$ cat config.mk
export PLATFORM = sky130hd
export DESIGN_NAME = cache_mem_arbiter
export DESIGN_NICKNAME = d
export VERILOG_FILES = /design/src/rtl/cache_mem_arbiter.sv
export SDC_FILE = /design/constraint.sdc
export NUM_CORES = 1
export LEC_CHECK = 0
export ABC_AREA = 1
export CAP_MARGIN = 25
export CELL_PAD_IN_SITES_DETAIL_PLACEMENT = 1
export CELL_PAD_IN_SITES_GLOBAL_PLACEMENT = 1
export CORE_MARGIN = 2
export CORE_UTILIZATION = 10
export CTS_CLUSTER_SIZE = 40
export DETAILED_ROUTE_END_ITERATION = 10
export PLACE_DENSITY = 0.94
export SETUP_SLACK_MARGIN = 0.05
export SYNTH_ARGS = -nofsm -noshare
export SYNTH_HDL_FRONTEND = slang
export SYNTH_SLANG_ARGS = --single-unit
$ cat constraint.sdc
create_clock -name CLK -period 1.8 [get_ports CLK]
set_input_delay 0.18 -clock CLK [delete_from_list [all_inputs] [get_ports CLK]]
set_output_delay 0.18 -clock CLK [all_outputs]
set_load 0.02 [all_outputs]
$ cat src/rtl/cache_mem_arbiter.sv
// Single-port RAM arbiter shared by the icache and dcache memory-side interfaces.
// Optional round-robin between the two caches is enabled by defining ARB_FAIR_EN.
module cache_mem_arbiter #(
    parameter int WORD_W     = 32,
    parameter int RAMSTATE_W = 2
) (
    input  logic                  CLK,
    input  logic                  nRST,
    // icache side
    input  logic                  iREN,
    input  logic [WORD_W-1:0]     iaddr,
    output logic [WORD_W-1:0]     iload,
    output logic                  iwait,
    // dcache side
    input  logic                  dREN,
    input  logic                  dWEN,
    input  logic [WORD_W-1:0]     daddr,
    input  logic [WORD_W-1:0]     dstore,
    output logic [WORD_W-1:0]     dload,
    output logic                  dwait,
    // RAM side
    output logic                  ramREN,
    output logic                  ramWEN,
    output logic [WORD_W-1:0]     ramaddr,
    output logic [WORD_W-1:0]     ramstore,
    input  logic [WORD_W-1:0]     ramload,
    input  logic [RAMSTATE_W-1:0] ramstate
);

    typedef enum logic [1:0] {
        IDLE = 2'd0,
        IGNT = 2'd1,
        DGNT = 2'd2
    } state_t;

    localparam logic [RAMSTATE_W-1:0] RAM_ACCESS = RAMSTATE_W'(2);

    state_t state;
    state_t next_state;

    logic d_req;
    logic ram_ready;

    assign d_req     = dREN | dWEN;
    assign ram_ready = (ramstate == RAM_ACCESS);

    // NOTE: sequential state uses non-blocking assignments so every register samples pre-edge values.
    always_ff @(posedge CLK or negedge nRST) begin
        if (!nRST) begin
            state <= IDLE;
        end else begin
            state <= next_state;
        end
    end

`ifdef ARB_FAIR_EN
    logic last_d;

    // Remembers which side completed most recently; a completion is a wait-low cycle.
    always_ff @(posedge CLK or negedge nRST) begin
        if (!nRST) begin
            last_d <= 1'b0;
        end else if (!dwait) begin
            last_d <= 1'b1;
        end else if (!iwait) begin
            last_d <= 1'b0;
        end
    end
`endif

    always_comb begin
        // NOTE: every output gets a default first so no path through the case infers a latch.
        next_state = state;
        ramREN     = 1'b0;
        ramWEN     = 1'b0;
        ramaddr    = '0;
        ramstore   = '0;
        iwait      = 1'b1;
        dwait      = 1'b1;
        iload      = '0;
        dload      = '0;

        case (state)
            IDLE: begin
`ifdef ARB_FAIR_EN
                if (d_req && iREN) begin
                    next_state = last_d ? IGNT : DGNT;
                end else if (d_req) begin
                    next_state = DGNT;
                end else if (iREN) begin
                    next_state = IGNT;
                end
`else
                if (d_req) begin
                    next_state = DGNT;
                end else if (iREN) begin
                    next_state = IGNT;
                end
`endif
            end

            DGNT: begin
                ramaddr  = daddr;
                ramstore = dstore;
                if (!d_req) begin
                    // Request withdrawn before completion: release the RAM, no ack.
                    next_state = IDLE;
                end else begin
                    ramWEN = dWEN;
                    ramREN = dREN & ~dWEN;
                    if (ram_ready) begin
                        dwait      = 1'b0;
                        dload      = ramload;
                        next_state = IDLE;
                    end
                end
            end

            IGNT: begin
                ramaddr = iaddr;
                if (!iREN) begin
                    next_state = IDLE;
                end else begin
                    ramREN = 1'b1;
                    if (ram_ready) begin
                        iwait      = 1'b0;
                        iload      = ramload;
                        next_state = IDLE;
                    end
                end
            end

            default: begin
                next_state = IDLE;
            end
        endcase
    end

endmodule

# Word level (Yosys, flattened, before mapping)
# Index checks and enable logic that the tools add are counted.
[op_classes]
n_eq_ne = 4
mux = 23
bitwise_logic = 3
n_reduce_logical = 1
[ops]
columns = ["operator", "n"]
rows = [
  ["2-to-1 mux 32 bit", 6],
  ["one-hot mux 32 bit (2 select lines)", 1],
  ["2-to-1 mux 2 bit", 5],
  ["2-to-1 mux 1 bit", 9],
  ["one-hot mux 2 bit (3 select lines)", 1],
  ["equality test 2 bit, second input constant", 2],
  ["inequality test 3 bit, second input constant", 1],
  ["equality test 2 x 1 -> 1 bit, second input constant", 1],
  ["zero test 2 bit", 1],
  ["one-hot mux 1 bit (2 select lines)", 1],
  ["bitwise AND 1 bit", 1],
  ["NOT 1 bit", 1],
  ["OR 1 bit", 1],
]
[totals]
regBits = 2
out_inout_bits = 132
wordCells = 32

# Logic depth before layout (Yosys ltp)
[depth]
word_depth = 4
mapped_depth = 9

# Worst setup path after synthesis
# Ideal clock, no wire load.
[synth_path]
kind = "register to output"
from = "register state[0]"
to = "output port ramaddr[13]"
arrival_ps = 1421
t_required_ps = 1620
setup_slack_ps = 199
stages_incl_launch_ff = 7
cell_sequence = "dfrtp_1 -> inv_1 -> ha_1 -> buf_4 -> buf_4 -> nand2_1 -> a21oi_1"
[synth_between]
elab_chain_cells = 2
word_cells_on_any_way = 3
cone_classes = "2 x eq/ne; 1 x mux"
[synth_rtl]
columns = ["item", "line_no", "rtl"]
rows = [
  ["start: declaration", "38", "state_t state;"],
  ["start signal: assignment", "52", "state <= next_state;"],
  ["equality test 2 x 1 -> 1 bit or equality test 2 bit (tied branches)", "83", "case (state)"],
  ["one-hot mux 32 bit (2 select lines) (*)", "83", ""],
  ["end: declaration", "24", "output logic [WORD_W-1:0] ramaddr,"],
]
# Every way passes the cells marked *; elsewhere a longest branch is shown, timed or not.

# Worst setup path in the final report
[layout_path]
from = "register state[1]"
to = "output port ramaddr[15]"
# Same word-level chain as after synthesis.

==> impl_metrics.yaml <==
placement:
  dpl.cell_count: 760
  dp_worst_setup_slack_ns: -0.352
  place.gp.congestion: 0.739
  dpl.hpwl_um: 8650
  dpl_cell_area_um2: 4390
  port_buffers: 266
drt:
  drtPass1Iterations: 4
  vias: 2957
  wl_per_cell_um: 14.3
  postRouteAntennaNets: 0
  finalWirelength_um: 11000
  drcViolationCount: 0
  routed_via_density: 3.85
  drtIter0Drc: 56
clocking:
  h-tree-depth: 1
  cts.clk_slew.worst_paths_ns: 0.03
  cts_buffer_depth: 2
  cts_inserted_buffers: 3
  cts_root_buf: "clkbuf_16"
  cts_sinks: 2
  tritoncts: "built"
  cts_hold_buf: 0
  clk-insertion-delay-late_ns: 0.22
finish:
  fillerInstances: 1749
  instances_no_fill: 769
  regMostFlops: "state"
  antenna_cells: 0
  seqCellArea_um2: 50.0
  drive_gt1_share_pct: 31.7
  top_regs: "state: 2 flops"
  final_core_util_pct: 31.4
  largest_reg_flops: 2
  fin_nets: 734
  syn_to_final_growth_pct: 206
  multi_input_area_um2: 1040
  final_area_um2: 4150
outcome:
  outcome: "finished clean"
setup_path:
  startpoint_type: "register"
  r2r-start: "state[1]"
  critPathMaxFanout: 18
  crit_type: "register to output port"
  r2r_cells: 9
  rr_endpoint: "state[0]"
  crit_arrival_ns: 1.58
  critPathCapture: "ramaddr[15]"
  crit_path_start: "state[1]"
  required_ns: 1.62
  reg2reg_setup_slack_ns: 0.38
  critical_path.endpoint_type: "output port"
logic_synthesis:
  ys_ff_latch: 2
  ys_types: 13
  synth_nets: 455
  ys_seq_area_share_pct: 3.69
  synth_area_um2: 1360
  ys_warn_count: 0
  synthesis.instances: 316
  syn_avg_cell_area_um2: 4.30
floorplanning:
  fp.dieW_um: 121
  row_count: 42
  io_pins: 267
  core_area_um2: 13200
  initial_utilization_pct: 10.3
  die_area_um2: 14500
  die_h_um: 121
power_and_ir_drop:
  p_per_area_nw_per_um2: 1080
  leakage_nw: 2.36
  peakVddDrop_mv: 0.483
worst_hold_path:
  hold_path_class: "input port to asynchronous set/reset pin"
global_routing:
  busiest_layer: "met2"
  grt_pass1_wl_um: 15800
  grt_use_met2_pct: 28.1
  grt_pass1_vias: 3078
  antenna_found_initial: 0
  grt_use_met3_pct: 2.74
  met1_usage_pct: 13.1
  track_usage_pct: 13.5
  grt_max_degree: 34
  grt-ovfl-total: 0
timing:
  relSlewSlack_pct: 86.3
  hold_violations: 0
  fin_crit_ns: 1.76
  finalSetupTns_ns: 0
  worst_slack_ns: 0.0427
  fin_skew_ns: 0.00188
  finalSetupViolCount: 0
  fmax_mhz: 569
  rsz0062_at_grt: "true"
  fin_crit_sh_pct: 97.6
  drv_slew: 0
  worst_slew_pin_slew_ns: 0.206
job:
  maxCapViolations: 0
## cell usage after synthesis
master | count | share of area, %
nand3_2 | 2 | 1.5
a21oi_1 | 33 | 12
inv_1 | 72 | 20
nor2_4 | 1 | 0.83
buf_1 | 3 | 0.83
buf_4 | 2 | 1.1
o21ai_0 | 2 | 0.74
ha_1 | 4 | 3.7
dfrtp_1 | 2 | 3.7
nand2_1 | 111 | 31
buf_2 | 15 | 5.5
nand3b_1 | 1 | 0.55
nor2_1 | 68 | 19
## final cells by class
cell class                      count  share of cell area, %
Inverter                           72                   6.51
Sequential cell                     2                   1.20
Timing Repair Buffer              294                   60.2
Multi-Input combinational cell    222                   25.0
Tap cell                          176                   5.30
Clock buffer                        3                   1.81
## stage by stage
step | hold slack [ns] | total power [mW]
detailed placement | 0.366 | 4.00
global route | 0.151 | 4.79
global placement | 0.359 | 3.89
finish | 0.141 | 4.47
floorplan | -0.116 | 1.86
CTS | 0.144 | 4.21
## logic make-up after synthesis
group                      share of synthesized area (%)
buffers and inverters                               27.4
adders and majority gates                           3.69
and+or+nand+nor                                     52.4
AOI/OAI and AO/OA                                   12.9
DFF                                                 3.69
## worst min path at each step
stage                     depth (start not counted)  startpoint  endpoint
final                                             1        nRST  state[0]
after floorplan                                   0        nRST  state[0]
after global placement                            1        nRST  state[1]
after detailed placement                          1        nRST  state[0]
after global routing                              1        nRST  state[0]
after CTS                                         1        nRST  state[0]
## worst max-delay path, stage by stage (launching register included)
cell,delay (ns)
dfrtp_1,0.39
buf_6,0.13
ha_4,0.18
buf_12,0.16
buf_4,0.13
nand2_1,0.07
a21oi_2,0.16
buf_6,0.13
## what timing repair did
item,CTS,global route
endpoints found under the setup margin,132,100
resized for setup,495,106
buffers inserted,2,2
gates cloned,2,1
pin swaps,0,2
## cells in the final DEF, fill, tap and decap left out, types with 3 or more instances in the layout
master	count
nor2_2	3
buf_6	6
nand2_2	4
buf_4	57
buf_2	82
a21oi_2	9
a21oi_1	23
clkbuf_16	4
inv_1	69
clkdlybuf4s50_1	134
buf_12	8
inv_2	3
clkbuf_2	3
nand2_1	106
nor2_1	65
## power by group
group	switching [mW]	total [mW]	leakage (nW)	internal, mW
Clock	0.0493	0.332	0.0370	0.282
Combinational	2.29	4.05	2.30	1.77
Sequential	0.0195	0.0838	0.0254	0.0643
## metal layers
layer  part of all wire [%]  up-vias  wire, um
met2                     56      146      6160
met3                    7.3       18       802
met4                    1.8        0       197
met5                      0        -         0
li1                       -     1451         -
met1                     35     1342      3800
No activity file was read; power rests on OpenSTA's default activity.
